**src/rtl/als_pkg.sv**
```systemverilog
// Shared constants, FSM state encoding and framing helper for the ALS sample scheduler.
package als_pkg;

  localparam int ALS_FRAME_W   = 16;
  localparam int ALS_DATA_MSB  = 11;
  localparam int ALS_DATA_LSB  = 4;
  localparam int ALS_DATA_W    = ALS_DATA_MSB - ALS_DATA_LSB + 1;
  localparam int ALS_BIT_CNT_W = $clog2(ALS_FRAME_W);

  // Frame bits that must read back as zero: the top and bottom nibbles.
  localparam logic [ALS_FRAME_W-1:0] ALS_NIBBLE_ZERO_HI = 16'hF000;
  localparam logic [ALS_FRAME_W-1:0] ALS_NIBBLE_ZERO_LO = 16'h000F;
  localparam logic [ALS_FRAME_W-1:0] ALS_NIBBLE_ZERO    = ALS_NIBBLE_ZERO_HI | ALS_NIBBLE_ZERO_LO;

  typedef enum logic [2:0] {
    IDLE,
    SETUP,
    LOW,
    HIGH,
    QUIET
  } als_state_e;

  function automatic logic als_frame_ok(input logic [ALS_FRAME_W-1:0] frame);
    return (frame & ALS_NIBBLE_ZERO) == '0;
  endfunction

endpackage

```
**src/rtl/als_sample_scheduler_if.sv**
```systemverilog
// Three-wire sensor bus between the scheduler (master) and the light sensor (slave).
interface als_sample_scheduler_if;
  logic ncs;
  logic sck;
  logic sdo;

  modport master (output ncs, output sck, input sdo);
  modport slave  (input ncs, input sck, output sdo);
endinterface

```
**src/rtl/als_phase_timer.sv**
```systemverilog
// CLK_DIV-cycle phase timer: reloads on every FSM state entry, strobes on the phase's last cycle.
module als_phase_timer #(
  parameter int CLK_DIV = 8
) (
  input  logic clk,
  input  logic rst,
  input  logic load,
  output logic last
);

  localparam int CW = $clog2(CLK_DIV);

  logic [CW-1:0] cnt_q, cnt_d;

  always_comb begin
    cnt_d = cnt_q;
    if (load) begin
      cnt_d = CW'(CLK_DIV - 1);
    end else if (cnt_q != '0) begin
      cnt_d = cnt_q - 1'b1;
    end
  end

  always_ff @(posedge clk or posedge rst) begin
    if (rst) begin
      cnt_q <= '0;
    end else begin
      cnt_q <= cnt_d;
    end
  end

  assign last = (cnt_q == '0);

endmodule

```
**src/rtl/als_sample_scheduler.sv**
```systemverilog
// Ambient-light-sensor frame reader: periodic/on-demand trigger, SPI sequencing, framing check.
// Define ALS_AVERAGE_EN to publish a 4-sample running average instead of the raw value.
module als_sample_scheduler
  import als_pkg::*;
#(
  parameter int CLK_DIV       = 8,
  parameter int SAMPLE_PERIOD = 100000
) (
  input  logic                      clk,
  input  logic                      rst,
  input  logic                      enable,
  input  logic                      start,
  als_sample_scheduler_if.master    spi,
  output logic [ALS_DATA_W-1:0]     sample,
  output logic                      sample_valid,
  output logic                      frame_err,
  output logic                      busy
);

  localparam int PW = $clog2(SAMPLE_PERIOD);

  als_state_e               state_q, state_d;
  logic [PW-1:0]            per_cnt_q, per_cnt_d;
  logic                     pending_q, pending_d;
  logic [ALS_BIT_CNT_W-1:0] bit_cnt_q, bit_cnt_d;
  logic [ALS_FRAME_W-1:0]   shift_q, shift_d;
  logic [ALS_DATA_W-1:0]    sample_q, sample_d;
  logic                     sample_valid_q, sample_valid_d;
  logic                     frame_err_q, frame_err_d;

  logic tick, trigger, launch, phase_last, frame_ok, accept;
  logic [ALS_DATA_W-1:0] data;

  assign tick     = enable && (per_cnt_q == PW'(SAMPLE_PERIOD - 1));
  assign trigger  = tick | start;
  assign launch   = trigger | pending_q;
  assign frame_ok = als_frame_ok(shift_q);
  assign data     = shift_q[ALS_DATA_MSB:ALS_DATA_LSB];

  always_comb begin
    per_cnt_d = per_cnt_q + 1'b1;
    if (!enable || tick) begin
      per_cnt_d = '0;
    end
  end

  als_phase_timer #(.CLK_DIV(CLK_DIV)) u_timer (
    .clk  (clk),
    .rst  (rst),
    .load (state_d != state_q),
    .last (phase_last)
  );

  always_ff @(posedge clk or posedge rst) begin
    if (rst) begin
      state_q <= IDLE;
    end else begin
      state_q <= state_d;
    end
  end

  always_comb begin
    state_d = state_q;
    unique case (state_q)
      IDLE:    if (launch)     state_d = SETUP;
      SETUP:   if (phase_last) state_d = LOW;
      LOW:     if (phase_last) state_d = HIGH;
      HIGH:    if (phase_last) state_d = (bit_cnt_q == '1) ? QUIET : LOW;
      QUIET:   if (phase_last) state_d = IDLE;
      default: state_d = IDLE;
    endcase
  end

  always_comb begin
    spi.ncs = 1'b1;
    spi.sck = 1'b1;
    busy    = (state_q != IDLE);
    unique case (state_q)
      SETUP:   spi.ncs = 1'b0;
      LOW:     begin spi.ncs = 1'b0; spi.sck = 1'b0; end
      HIGH:    spi.ncs = 1'b0;
      default: ;
    endcase
  end

  // HIGH phase 16 (bit_cnt_q == 15) samples nothing; its end is the publish point.
  always_comb begin
    pending_d      = pending_q;
    bit_cnt_d      = bit_cnt_q;
    shift_d        = shift_q;
    sample_valid_d = 1'b0;
    frame_err_d    = 1'b0;
    accept         = 1'b0;
    if (state_q == IDLE) begin
      if (launch) begin
        pending_d = 1'b0;
        bit_cnt_d = '0;
      end
    end else if (trigger) begin
      pending_d = 1'b1;
    end
    if (phase_last) begin
      case (state_q)
        SETUP: shift_d = {shift_q[ALS_FRAME_W-2:0], spi.sdo};
        HIGH: begin
          bit_cnt_d = bit_cnt_q + 1'b1;
          if (bit_cnt_q != '1) begin
            shift_d = {shift_q[ALS_FRAME_W-2:0], spi.sdo};
          end else begin
            accept         = frame_ok;
            sample_valid_d = frame_ok;
            frame_err_d    = !frame_ok;
          end
        end
        default: ;
      endcase
    end
  end

`ifdef ALS_AVERAGE_EN
  localparam int SUM_W = ALS_DATA_W + 2;

  logic [3:0][ALS_DATA_W-1:0] win_q, win_d;
  logic                       primed_q, primed_d;
  logic [SUM_W-1:0]           win_sum;

  // win[3] holds the newest value; the first accepted value fills every slot.
  always_comb begin
    win_d    = win_q;
    primed_d = primed_q | accept;
    if (accept) begin
      win_d[3] = data;
      for (int i = 0; i < 3; i++) begin
        win_d[i] = primed_q ? win_q[i+1] : data;
      end
    end
  end

  assign win_sum  = SUM_W'(win_d[0]) + SUM_W'(win_d[1]) + SUM_W'(win_d[2]) + SUM_W'(win_d[3]);
  assign sample_d = accept ? win_sum[SUM_W-1:2] : sample_q;

  always_ff @(posedge clk or posedge rst) begin
    if (rst) begin
      win_q    <= '0;
      primed_q <= 1'b0;
    end else begin
      win_q    <= win_d;
      primed_q <= primed_d;
    end
  end
`else
  assign sample_d = accept ? data : sample_q;
`endif

  always_ff @(posedge clk or posedge rst) begin
    if (rst) begin
      per_cnt_q      <= '0;
      pending_q      <= 1'b0;
      bit_cnt_q      <= '0;
      shift_q        <= '0;
      sample_q       <= '0;
      sample_valid_q <= 1'b0;
      frame_err_q    <= 1'b0;
    end else begin
      per_cnt_q      <= per_cnt_d;
      pending_q      <= pending_d;
      bit_cnt_q      <= bit_cnt_d;
      shift_q        <= shift_d;
      sample_q       <= sample_d;
      sample_valid_q <= sample_valid_d;
      frame_err_q    <= frame_err_d;
    end
  end

  assign sample       = sample_q;
  assign sample_valid = sample_valid_q;
  assign frame_err    = frame_err_q;

endmodule

```
**src/flat_wrapper.sv**
```systemverilog
// flat-port wrapper written by rule: the top's interface ports become plain ports
module als_sample_scheduler_flat import als_pkg::*;
#(
  parameter int CLK_DIV       = 8,
  parameter int SAMPLE_PERIOD = 100000
)
  (clk, rst, enable, start, sample, sample_valid, frame_err, busy, spi_ncs, spi_sck, spi_sdo);
  als_sample_scheduler_if spi_i ();
  input  logic clk;
  input  logic rst;
  input  logic enable;
  input  logic start;
  output logic [ALS_DATA_W-1:0] sample;
  output logic sample_valid;
  output logic frame_err;
  output logic busy;
  output wire logic [$bits(spi_i.ncs)-1:0] spi_ncs;
  output wire logic [$bits(spi_i.sck)-1:0] spi_sck;
  input wire logic [$bits(spi_i.sdo)-1:0] spi_sdo;
  assign spi_ncs = spi_i.ncs;
  assign spi_sck = spi_i.sck;
  assign spi_i.sdo = spi_sdo;
  als_sample_scheduler #(.CLK_DIV(CLK_DIV), .SAMPLE_PERIOD(SAMPLE_PERIOD)) u_core (.clk(clk), .rst(rst), .enable(enable), .start(start), .spi(spi_i), .sample(sample), .sample_valid(sample_valid), .frame_err(frame_err), .busy(busy));
endmodule
```
**config.mk**
```make
export PLATFORM = sky130hd
export DESIGN_NAME = als_sample_scheduler_flat
export DESIGN_NICKNAME = d
export VERILOG_FILES = /design/src/rtl/als_pkg.sv /design/src/rtl/als_sample_scheduler_if.sv /design/src/rtl/als_phase_timer.sv /design/src/rtl/als_sample_scheduler.sv /design/src/flat_wrapper.sv
export SDC_FILE = /design/constraint.sdc
export NUM_CORES = 1
export LEC_CHECK = 0
export ABC_AREA = 1
export BUFFER_PORTS_ARGS = -buffer_cell sky130_fd_sc_hd__buf_2
export CORE_AREA = 2 2 108 89
export CTS_CLUSTER_DIAMETER = 40
export DETAILED_ROUTE_END_ITERATION = 16
export DIE_AREA = 0 0 110 91
export PLACE_DENSITY = 0.42
export REMOVE_ABC_BUFFERS = 1
export SLEW_MARGIN = 20
export SYNTH_ARGS = -nofsm -noshare
export SYNTH_HDL_FRONTEND = slang
export SYNTH_SLANG_ARGS = --single-unit
```
**constraint.sdc**
```tcl
create_clock -name clk -period 3.2 [get_ports clk]
set_input_delay 0.16 -clock clk [delete_from_list [all_inputs] [get_ports clk]]
set_output_delay 0.16 -clock clk [all_outputs]
set_load 0.02 [all_outputs]
```
==> results.json <==
{
  "worst-path-buf-inv": 2,
  "yosys-top-cells-count": "dfrtp_1, nand2_1, inv_1",
  "first_iter_violations": 67,
  "cts_buffers": 5,
  "cp-start-kind": "flip-flop",
  "outcome": "finished, violations left",
  "diodes": 0,
  "layout.nets": 319,
  "track_usage_pct": 10.8,
  "grt-ovfl-total": 0,
  "n_fill_cell": 919,
  "clock_latency_ns": 0.31,
  "critPathSlowestCell": "dfrtp_1",
  "layout_setup_ws_ns": 1.41,
  "synth-seq-cells": 54,
  "max_stage_delay_ns": 0.40,
  "synth-edff-count": 0,
  "holdBufCountCts": 0,
  "hpwl_mm": 3.48,
  "crit_path_frequent_cell": "inv_1",
  "cp_max_fo": 17,
  "critical-path-top-delay-family": "simple AND/OR/NAND/NOR gates",
  "power.density_mw_per_mm2": 404,
  "rows": 31,
  "vias": 1825,
  "cts_setup_buffers": 0,
  "wl_mm": 4.83,
  "drive_gt1_share_pct": 21.2,
  "rsz0062_at_grt": "no",
  "slew_violations": 0,
  "cp.required_ns": 3.40,
  "synth.largest_area_cell": "dfrtp_1",
  "yosys_warnings": 0,
  "dieArea_mm2": 0.0100,
  "cts_max_path_buffers": 2,
  "clock_sinks": 54,
  "endpoint_kind": "flip-flop",
  "gp_congestion": 0.761,
  "pre_cts_slack_ns": 1.10,
  "crit_path_cell_trace": "inv_1, ha_1, inv_1, nor2_2, nand2_2, nor2_4, nand3_4, nand2_1, o21ai_2",
  "grt_pass1_wl_mm": 8.51,
  "irDropWorstVdd_mv": 0.207,
  "yosysTopAreaCellShare_pct": 51.2,
  "finalSetupViolCount": 0,
  "antenna_found_initial": 0,
  "synth_flop_cell": "dfrtp_1",
  "worst_hold_slack_ns": -0.0268,
  "die_w_um": 110,
  "antenna_left": 0,
  "ys_types": 34,
  "avgSynthCellArea_um2": 9.11,
  "drcViolationCount": 0,
  "max_freq_mhz": 560,
  "synthArstFlopShare_pct": 100,
  "die_h_um": 91,
  "fin_crit_ns": 1.79,
  "area_growth_pct": 12.3,
  "multi_input_area_mm2": 0.00110,
  "power.leakage_nw": 1.35,
  "critPathKind": "reg2reg",
  "core_area_mm2": 0.00888,
  "cts_resized": 0,
  "violations": "hold timing",
  "tns_ns": 0,
  "skew_ns": 0.0142,
  "path_clk_slew_ns": 0.11,
  "root_buffer": "clkbuf_8",
  "arrival_ns": 1.99,
  "min_period_over_period_pct": 55.8,
  "htree_levels": 2,
  "start_util_pct": 29.7,
  "grt_pass1_vias": 1775,
  "cap_violations": 0,
  "seq_area_frac_synth_pct": 51.2,
  "grt_max_degree": 38,
  "wl_per_cell_um": 11.3,
  "syn_area_mm2": 0.00264,
  "firstDrtPassIters": 6,
  "worst_slew_pin_slew_ns": 0.761,
  "numPortBuffers": 17,
  "netlist_instances": 290,
  "ios": 18,
  "synthTopCellsByArea": "dfrtp_1, nand2_1, inv_1",
  "synth_most_common_cell": "dfrtp_1",
  "viasPerCell": 4.28,
  "hold_violations": 36,
  "cts_tree": "done",
  "slew_headroom_pct": 49.2,
  "hp-class": "in2async",
  "regArea_mm2": 0.00135
}
worst paths after layout:
check | startpoint | end | slack (ns) | depth (start not counted)
min in group clk | spi_sdo | u_core.shift_q[0] | 0.09 | 3
hold / removal | rst | u_core.shift_q[5] | -0.03 | 2
max in group asynchronous | rst | u_core.per_cnt_q[10] | 2.48 | 3
setup reg to reg | u_core.u_timer.cnt_q[0] | u_core.sample[4] | 1.41 | 9
hold reg to reg | u_core.per_cnt_q[0] | u_core.per_cnt_q[0] | 0.49 | 1
setup / recovery | u_core.u_timer.cnt_q[0] | u_core.sample[4] | 1.41 | 9
metrics by stage:
step	util, %	instance area, um2	total power [W]	std cells
final	33.4	2970	0.00120	426
after global routing	33.4	2970	0.00126	426
after CTS	33.3	2960	0.00122	426
after detailed placement	32.0	2840	0.000738	418
after global placement	32.0	2840	0.000739	418
after floorplan	-	2610	0.000726	285
layer usage:
metal,vias to the layer above,track usage (%),part of all wire (%)
met1,826,16.5,55
li1,973,-,-
met3,2,3.23,3.0
met2,24,14.6,42
met4,0,2.53,0.50
met5,-,0,0
logic make-up (layout without fill, tap and decap cells):
kind of cell	count (synthesis)	count (layout)	synth area share, %
and+or+nand+nor	136	136	27.5
DFF	54	54	51.2
buffers and inverters	47	68	7.34
AOI/OAI and AO/OA	43	43	10.1
xor gates and xnor gates	6	6	1.99
adders and majority gates	4	4	1.89
power by group:
group	total, W	internal [W]	leakage [nW]	switching [W]
sequential	0.000691	0.000687	0.714	0.00000417
clock	0.000476	0.000238	0.0587	0.000238
combinational	0.0000315	0.00000769	0.580	0.0000238
cell type report:
class	instances	share of cell area, %
clock buffers	5	2.32
well taps	115	4.85
inverters	42	5.32
clock inverters	3	1.60
multi-input cells	189	37.2
repair buffers	18	3.12
flip-flops and latches	54	45.6
registers in the layout, indices dropped and copies added (netlist names):
name	count
u_core.per_cnt_q	17
u_core.shift_q	16
u_core.sample	8
u_core.bit_cnt_q	4
u_core.state_q	3
u_core.u_timer.cnt_q	3
u_core.frame_err	1
u_core.pending_q	1
u_core.sample_valid	1
cell usage in the layout (no fill, tap or decap), drive strengths merged:
cell	netlist	final
nand2	57	57
dfrtp	54	54
inv	42	43
nor2	37	37
o21ai	27	27
buf	5	18
nand3	17	17
a21oi	11	11
nor3	11	11
nand4	7	7
xor2	6	6
clkbuf	0	5
nor3b	5	5
ha	4	4
o211ai	2	2
nor4	1	1
or2	1	1
o21bai	1	1
o2bb2ai	1	1
a21o	1	1
bufinv	0	1
clkinv	0	1
Note: power is estimated with default switching activity, not from simulation.
